==> config.mk <==
export PLATFORM = sky130hd
export DESIGN_NAME = instr_encoder_flat
export DESIGN_NICKNAME = d
export VERILOG_FILES = /design/src/rtl/instr_encoder_if.sv /design/src/rtl/instr_encoder.sv /design/src/flat_wrapper.sv
export SDC_FILE = /design/constraint.sdc
export NUM_CORES = 1
export LEC_CHECK = 0
export ABC_AREA = 1
export CORE_UTILIZATION = 65
export DETAILED_ROUTE_END_ITERATION = 8
export DONT_BUFFER_PORTS = 1
export PLACE_DENSITY = 0.83
export SLEW_MARGIN = 20
export SYNTH_ARGS = -nofsm -noshare
export SYNTH_HDL_FRONTEND = slang
export SYNTH_SLANG_ARGS = --single-unit
==> constraint.sdc <==
create_clock -name clk -period 7.22 [get_ports clk]
set_clock_uncertainty 0.05 [all_clocks]
set_input_delay 0.722 -clock clk [delete_from_list [all_inputs] [get_ports clk]]
set_output_delay 0.722 -clock clk [all_outputs]
set_load 0.03 [all_outputs]
==> src/rtl/instr_encoder_if.sv <==
// ----------------------------------------------------------------------------
// instr_encoder_if : request, memory write and status bundle for instr_encoder
// Rev 1.0
// ----------------------------------------------------------------------------
`default_nettype none

interface instr_encoder_if;
  logic        in_valid;
  logic        in_ready;
  logic [22:0] instr_type;
  logic [4:0]  rd;
  logic [4:0]  rs1;
  logic [4:0]  rs2;
  logic [31:0] imm;
  logic        restart;
  logic        mem_wen_I;
  logic        mem_ready_I;
  logic [31:2] mem_addr_I;
  logic [31:0] mem_wdata_I;
  logic [4:0]  out_format;
  logic [15:0] word_cnt;
  logic        enc_err;

  modport master (
    output in_valid, instr_type, rd, rs1, rs2, imm, restart, mem_ready_I,
    input  in_ready, mem_wen_I, mem_addr_I, mem_wdata_I, out_format, word_cnt, enc_err
  );

  modport slave (
    input  in_valid, instr_type, rd, rs1, rs2, imm, restart, mem_ready_I,
    output in_ready, mem_wen_I, mem_addr_I, mem_wdata_I, out_format, word_cnt, enc_err
  );
endinterface

`default_nettype wire

==> src/rtl/instr_encoder.sv <==
// ----------------------------------------------------------------------------
// instr_encoder : RV32I-subset word assembler writing sequentially to imem
// Optional checking: INSTR_ENCODER_CHECK_EN. Rev 1.0
// ----------------------------------------------------------------------------
`default_nettype none

module instr_encoder #(
  parameter logic [31:0] BASE_ADDR = 32'h0000_0000
) (
  input  logic            clk,
  input  logic            rst,
  instr_encoder_if.slave  bus
);

  localparam logic [31:0] NOP   = 32'h0000_0013;
  localparam logic [4:0]  FMT_J = 5'b00001;
  localparam logic [4:0]  FMT_B = 5'b00010;
  localparam logic [4:0]  FMT_S = 5'b00100;
  localparam logic [4:0]  FMT_I = 5'b01000;
  localparam logic [4:0]  FMT_R = 5'b10000;

  localparam logic [6:0] OP_R    = 7'b0110011;
  localparam logic [6:0] OP_IMM  = 7'b0010011;
  localparam logic [6:0] OP_LOAD = 7'b0000011;
  localparam logic [6:0] OP_STORE= 7'b0100011;
  localparam logic [6:0] OP_BR   = 7'b1100011;
  localparam logic [6:0] OP_JALR = 7'b1100111;
  localparam logic [6:0] OP_JAL  = 7'b1101111;
  localparam logic [6:0] F7_ALT  = 7'b0100000;

  logic [31:0] word;
  logic [4:0]  fmt;
  logic        wen;
  logic [31:2] addr;
  logic [15:0] cnt;

  logic [4:0]  sel;
  logic        any;
  logic [6:0]  op;
  logic [2:0]  f3;
  logic [6:0]  f7;
  logic [4:0]  cls;
  logic        shamt;
  logic [31:0] enc_word;
  logic [4:0]  enc_fmt;
  logic        range_ok;
  logic [31:0] final_word;
  logic [4:0]  final_fmt;

  logic accept;
  logic complete;

  assign bus.in_ready = !bus.restart && (!wen || bus.mem_ready_I);
  assign accept       = bus.in_valid && bus.in_ready;
  assign complete     = wen && bus.mem_ready_I;

  // Highest set bit of the type vector selects the instruction.
  always_comb begin
    sel = '0;
    any = 1'b0;
    for (int i = 0; i < 23; i++) begin
      if (bus.instr_type[i]) begin
        sel = 5'(i);
        any = 1'b1;
      end
    end
  end

  always_comb begin
    op    = OP_R;
    f3    = 3'b000;
    f7    = 7'b0000000;
    cls   = FMT_R;
    shamt = 1'b0;
    case (sel)
      5'd22: begin cls = FMT_J; op = OP_JAL; end
      5'd21: begin cls = FMT_I; op = OP_JALR; end
      5'd20: begin cls = FMT_B; op = OP_BR; end
      5'd19: begin cls = FMT_B; op = OP_BR; f3 = 3'b001; end
      5'd18: begin cls = FMT_I; op = OP_LOAD; f3 = 3'b010; end
      5'd17: begin cls = FMT_S; op = OP_STORE; f3 = 3'b010; end
      5'd16: begin cls = FMT_I; op = OP_IMM; end
      5'd15: begin cls = FMT_I; op = OP_IMM; f3 = 3'b010; end
      5'd14: begin cls = FMT_I; op = OP_IMM; f3 = 3'b100; end
      5'd13: begin cls = FMT_I; op = OP_IMM; f3 = 3'b110; end
      5'd12: begin cls = FMT_I; op = OP_IMM; f3 = 3'b111; end
      5'd11: begin cls = FMT_I; op = OP_IMM; f3 = 3'b001; shamt = 1'b1; end
      5'd10: begin cls = FMT_I; op = OP_IMM; f3 = 3'b101; shamt = 1'b1; end
      5'd9:  begin cls = FMT_I; op = OP_IMM; f3 = 3'b101; shamt = 1'b1; f7 = F7_ALT; end
      5'd8:  f3 = 3'b000;
      5'd7:  f7 = F7_ALT;
      5'd6:  f3 = 3'b001;
      5'd5:  f3 = 3'b010;
      5'd4:  f3 = 3'b100;
      5'd3:  f3 = 3'b101;
      5'd2:  begin f3 = 3'b101; f7 = F7_ALT; end
      5'd1:  f3 = 3'b110;
      default: f3 = 3'b111;
    endcase
  end

  logic i_ok, b_ok, j_ok, sh_ok;
  assign i_ok  = (&bus.imm[31:11]) || !(|bus.imm[31:11]);
  assign b_ok  = ((&bus.imm[31:12]) || !(|bus.imm[31:12])) && !bus.imm[0];
  assign j_ok  = ((&bus.imm[31:20]) || !(|bus.imm[31:20])) && !bus.imm[0];
  assign sh_ok = !(|bus.imm[31:5]);

  always_comb begin
    enc_word = NOP;
    enc_fmt  = FMT_I;
    range_ok = 1'b1;
    if (any) begin
      enc_fmt = cls;
      case (cls)
        FMT_R: enc_word = {f7, bus.rs2, bus.rs1, f3, bus.rd, op};
        FMT_I: begin
          if (shamt) begin
            enc_word = {f7, bus.imm[4:0], bus.rs1, f3, bus.rd, op};
            range_ok = sh_ok;
          end else begin
            enc_word = {bus.imm[11:0], bus.rs1, f3, bus.rd, op};
            range_ok = i_ok;
          end
        end
        FMT_S: begin
          enc_word = {bus.imm[11:5], bus.rs2, bus.rs1, f3, bus.imm[4:0], op};
          range_ok = i_ok;
        end
        FMT_B: begin
          enc_word = {bus.imm[12], bus.imm[10:5], bus.rs2, bus.rs1, f3,
                      bus.imm[4:1], bus.imm[11], op};
          range_ok = b_ok;
        end
        FMT_J: begin
          enc_word = {bus.imm[20], bus.imm[10:1], bus.imm[11], bus.imm[19:12], bus.rd, op};
          range_ok = j_ok;
        end
        default: enc_word = NOP;
      endcase
    end
  end

`ifdef INSTR_ENCODER_CHECK_EN
  logic onehot;
  logic bad;
  logic err;

  assign onehot     = any && ((bus.instr_type & (bus.instr_type - 23'd1)) == 23'd0);
  assign bad        = !onehot || !range_ok;
  assign final_word = bad ? NOP : enc_word;
  assign final_fmt  = bad ? FMT_I : enc_fmt;

  always_ff @(posedge clk) begin
    if (rst || bus.restart) begin
      err <= 1'b0;
    end else if (accept && bad) begin
      err <= 1'b1;
    end
  end

  assign bus.enc_err = err;
`else
  assign final_word  = enc_word;
  assign final_fmt   = enc_fmt;
  assign bus.enc_err = 1'b0;

  logic unused_range;
  assign unused_range = &{1'b0, range_ok};
`endif

  // restart outranks a same-cycle completion; in_ready is low so no accept.
  always_ff @(posedge clk) begin
    if (rst) begin
      word <= '0;
      fmt  <= '0;
      wen  <= 1'b0;
      addr <= BASE_ADDR[31:2];
      cnt  <= '0;
    end else if (bus.restart) begin
      wen  <= 1'b0;
      addr <= BASE_ADDR[31:2];
      cnt  <= '0;
    end else begin
      if (complete) begin
        addr <= addr + 30'd1;
        cnt  <= cnt + 16'd1;
      end
      if (accept) begin
        word <= final_word;
        fmt  <= final_fmt;
        wen  <= 1'b1;
      end else if (complete) begin
        wen  <= 1'b0;
      end
    end
  end

  assign bus.mem_wen_I   = wen;
  assign bus.mem_addr_I  = addr;
  assign bus.mem_wdata_I = word;
  assign bus.out_format  = fmt;
  assign bus.word_cnt    = cnt;

endmodule

`default_nettype wire
==> src/flat_wrapper.sv <==
// flat-port wrapper written by rule: the top's interface ports become plain ports
module instr_encoder_flat 
#(
  parameter logic [31:0] BASE_ADDR = 32'h0000_0000
)
  (clk, rst, bus_in_valid, bus_instr_type, bus_rd, bus_rs1, bus_rs2, bus_imm, bus_restart, bus_mem_ready_I, bus_in_ready, bus_mem_wen_I, bus_mem_addr_I, bus_mem_wdata_I, bus_out_format, bus_word_cnt, bus_enc_err);
  instr_encoder_if bus_i ();
  input  logic clk;
  input  logic rst;
  input wire logic [$bits(bus_i.in_valid)-1:0] bus_in_valid;
  input wire logic [$bits(bus_i.instr_type)-1:0] bus_instr_type;
  input wire logic [$bits(bus_i.rd)-1:0] bus_rd;
  input wire logic [$bits(bus_i.rs1)-1:0] bus_rs1;
  input wire logic [$bits(bus_i.rs2)-1:0] bus_rs2;
  input wire logic [$bits(bus_i.imm)-1:0] bus_imm;
  input wire logic [$bits(bus_i.restart)-1:0] bus_restart;
  input wire logic [$bits(bus_i.mem_ready_I)-1:0] bus_mem_ready_I;
  output wire logic [$bits(bus_i.in_ready)-1:0] bus_in_ready;
  output wire logic [$bits(bus_i.mem_wen_I)-1:0] bus_mem_wen_I;
  output wire logic [$bits(bus_i.mem_addr_I)-1:0] bus_mem_addr_I;
  output wire logic [$bits(bus_i.mem_wdata_I)-1:0] bus_mem_wdata_I;
  output wire logic [$bits(bus_i.out_format)-1:0] bus_out_format;
  output wire logic [$bits(bus_i.word_cnt)-1:0] bus_word_cnt;
  output wire logic [$bits(bus_i.enc_err)-1:0] bus_enc_err;
  assign bus_i.in_valid = bus_in_valid;
  assign bus_i.instr_type = bus_instr_type;
  assign bus_i.rd = bus_rd;
  assign bus_i.rs1 = bus_rs1;
  assign bus_i.rs2 = bus_rs2;
  assign bus_i.imm = bus_imm;
  assign bus_i.restart = bus_restart;
  assign bus_i.mem_ready_I = bus_mem_ready_I;
  assign bus_in_ready = bus_i.in_ready;
  assign bus_mem_wen_I = bus_i.mem_wen_I;
  assign bus_mem_addr_I = bus_i.mem_addr_I;
  assign bus_mem_wdata_I = bus_i.mem_wdata_I;
  assign bus_out_format = bus_i.out_format;
  assign bus_word_cnt = bus_i.word_cnt;
  assign bus_enc_err = bus_i.enc_err;
  instr_encoder #(.BASE_ADDR(BASE_ADDR)) u_core (.clk(clk), .rst(rst), .bus(bus_i));
endmodule
==> impl_metrics.csv <==
group,metric,value,unit
placed_design,dp.cells,717,
sta,hold_violations,0,
routing,ant_nets,0,
critical_path,cp_num_buf_inv,5,
floorplanning,io_pins,161,
final_layout,synthToLayoutAreaGrowth,6.04,%
placed_design,port_buffers,0,
global_route,grt_pass1_wl,16700,um
cts,clock_path_buffers,2,
cts,clkTransAtPathRegs,0.09,ns
global_route,grt_use_total,0.289,
cts,postCtsResizedCells,0,
flow_run,drv_cap,0,
logic_synthesis,syn_inst,656,
cts,cts_tree,"yes",
sta,tightestPinTransition,0.677,ns
logic_synthesis,ys_seq_elements,83,
pwr,p_leak,1.85,nW
cts,cts_num_sinks,83,
routing,drt_iter0_markers,165,
sta,slew_violations,0,
logic_synthesis,synth_top_area_frac,0.379,
run_status,violations,"design-rule violations",
worst_hold_path,hold_path.class,"input port to flip-flop",
floorplanning,dieArea,7090,um^2
pwr,combPwrFrac,0.089,
global_route,overflow,0,
placed_design,routabilityCongestion,0.963,
cts,cts_root_buf,"clkbuf_8",
floorplanning,core.rowCount,29,
cts,holdBufCountCts,0,
logic_synthesis,ys_types,46,
critical_path,crit_family,"simple AND/OR/NAND/NOR gates",
pwr,p_per_area,208,nW/um^2
critical_path,crit_path_top_delay_cell,"dfxtp_1",
critical_path,worstPathCellList,"ha_1 -> inv_1 -> nor3_1 -> inv_1 -> nor2_1 -> inv_1 -> nor2_1 -> nand2_1 -> nor2_1 -> nand2_1 -> nor2_1 -> inv_1 -> nor2_1 -> inv_1 -> nor2_2 -> nand4_1 -> o21ai_1 -> a21oi_1",
critical_path,start_kind,"flip-flop",
logic_synthesis,syn_nets,733,
final_layout,drive_gt1_frac,0.0869,
global_route,grt_pass1_vias,3926,
critical_path,arrival,3.23,ns
pwr,switching_share,0.270,
logic_synthesis,ys.flop_type,"dfxtp_1",
final_layout,nFillCells,539,
critical_path,critPathRequiredTime,7.42,ns
logic_synthesis,synth-edff-count,0,
routing,wl_per_cell,13.5,um
final_layout,post_layout_nonfiller_instances,733,
cts,numCtsBuffers,9,
cts,worstSkewPairLatency,0.35,ns
global_route,grt_max_degree,35,
pwr,p_int,0.706,mW
logic_synthesis,yosys.area.top_type,"dfxtp_1",
placed_design,dp_hpwl,7370,um
final_layout,diodes,0,
routing,first_pass_iters,7,
floorplanning,initial_core_util,0.683,
pwr,power.share.clock,0.395,
cts,post_cts_buffers,0,
logic_synthesis,seq_area_frac_synth,0.379,
logic_synthesis,yosys_warnings,0,
critical_path,endpoint_kind,"flip-flop",
pwr,peakVddDrop,0.156,mV
sta,rsz0062_at_grt,"false",
floorplanning,coreArea,6420,um^2
floorplanning,die_x,84.2,um
routing,vias_per_cell,5.62,
final_layout,final_nets,728,
sta,max-slew-margin-rel,0.548,
run_status,status,"finished with violations",
logic_synthesis,netlist_top_cells_count,"nand2_1 (176), dfxtp_1 (83), inv_1 (83)",
global_route,antenna_found_initial,0,
logic_synthesis,yosysMostFrequentCell,"nand2_1",
logic_synthesis,syn_area,4390,um^2
pwr,p_sw,0.261,mW
floorplanning,die_y,84.2,um
routing,wirelength,9870,um
critical_path,crit_path_max_incr_delay,0.59,ns
sta,fmax,0.330,GHz
logic_synthesis,syn_area_per_cell,6.69,um^2
sta,setup_tns,0,ns
logic_synthesis,ys_async_sr_fraction,0,
critical_path,cp_max_fo,4,
logic_synthesis,ys_top_cells_by_area,"dfxtp_1 (38%), nand2_1 (15%), inv_1 (7.1%), a21oi_1 (6.8%), nor2_1 (5.1%)",
pwr,seqPwrFrac,0.516,
cts,htree_levels,3,
sta,finalCritPeriodShare,0.419,
routing,drc_errors,18,
critical_path,crit_type,"flip-flop to flip-flop",
routing,via_count,4118,
sta,setup_violations,0,
sta,fin_crit,3.03,ns
==> power groups by stage <==
stage / clock, mW / sequential (mW) / combinational (mW)
final: 0.382 / 0.499 / 0.0859
after global routing: 0.407 / 0.500 / 0.0990
after CTS: 0.387 / 0.499 / 0.0863
after detailed placement: 0 / 0.510 / 0.0859
after global placement: 0 / 0.510 / 0.0837
after floorplan: 0 / 0.506 / 0.0781
==> cell usage in the layout (no fill, tap or decap), types with 3 or more instances in the layout <==
cell,instances
nand4_1,16
xor2_1,5
inv_2,6
o21a_1,7
nand3_1,35
a21oi_1,60
nand2_4,4
dfxtp_1,83
o21ai_0,28
inv_1,83
nor2_4,3
nor2_1,60
clkbuf_8,10
nand2_2,10
a21oi_2,5
nor3_1,22
nand2_1,176
==> per-stage QoR <==
| step | power, mW | area [um^2] | hold slack (ns) | utilization | setup slack (ns) |
|---|---|---|---|---|---|
| after floorplan | 0.584 | 4390 | 0.540 | - | 4.54 |
| final | 0.967 | 4650 | 0.383 | 0.725 | 4.19 |
| after CTS | 0.972 | 4650 | 0.360 | 0.725 | 4.18 |
| after detailed placement | 0.596 | 4420 | 0.553 | 0.688 | 4.12 |
| after global routing | 1.01 | 4650 | 0.359 | 0.725 | 3.83 |
| after global placement | 0.593 | 4420 | 0.550 | 0.688 | 4.22 |
==> worst register-to-register path, stage by stage, from the launching register on <==
cell and delay [ns]:
dfxtp_1 0.59, ha_1 0.22, inv_1 0.05, nor3_1 0.18, inv_1 0.09, nor2_1 0.17, inv_1 0.08, nor2_1 0.13
nand2_1 0.09, nor2_1 0.16, nand2_1 0.12, nor2_1 0.23, inv_1 0.10, nor2_1 0.13, inv_1 0.09, nor2_2 0.14
nand4_1 0.12, o21ai_1 0.15, a21oi_1 0.05
==> logic make-up after synthesis <==
logic type / count (synthesis) / synth area share
compound gates: 112 / 0.146
other cells: 1 / 0.000854
simple gates: 342 / 0.359
fa+ha+maj: 2 / 0.00570
flops: 83 / 0.379
xor+xnor: 6 / 0.0120
buf+inv: 110 / 0.0975
==> sequential cells by signal (all words and copies together), names as in the netlist <==
name	count
u_core.bus.mem_addr_I	30
u_core.bus.out_format	5
u_core.bus.mem_wdata_I	31
u_core.bus.word_cnt	16
u_core.bus.mem_wen_I	1
==> per-layer routing <==
metal  track usage  wire length [um]
met4         0.107               154
met1         0.296              3780
met3         0.104               908
met2         0.537              5020
met5             0                 0
==> final timing paths <==
path                                                  from                         end  slack (ns)  cells after the start
worst max-delay path              u_core.bus.mem_addr_I[2]   u_core.bus.mem_addr_I[30]        4.19                     18
worst min register to register  u_core.bus.mem_wdata_I[10]  u_core.bus.mem_wdata_I[10]        0.56                      2
worst max register to register    u_core.bus.mem_addr_I[2]   u_core.bus.mem_addr_I[30]        4.19                     18
worst min-delay path                                   rst  u_core.bus.mem_wdata_I[25]        0.38                      1
==> layout make-up <==
cell class	instances	area [um^2]	area share
clock inverter	6	96.3	0.0207
tap	77	96.3	0.0207
inverter	92	348	0.0747
multi-input combinational	463	2300	0.494
clock buffer	10	138	0.0296
timing repair buffer	2	15.0	0.00323
sequential	83	1660	0.357
Note: power is estimated with default switching activity, not from simulation.
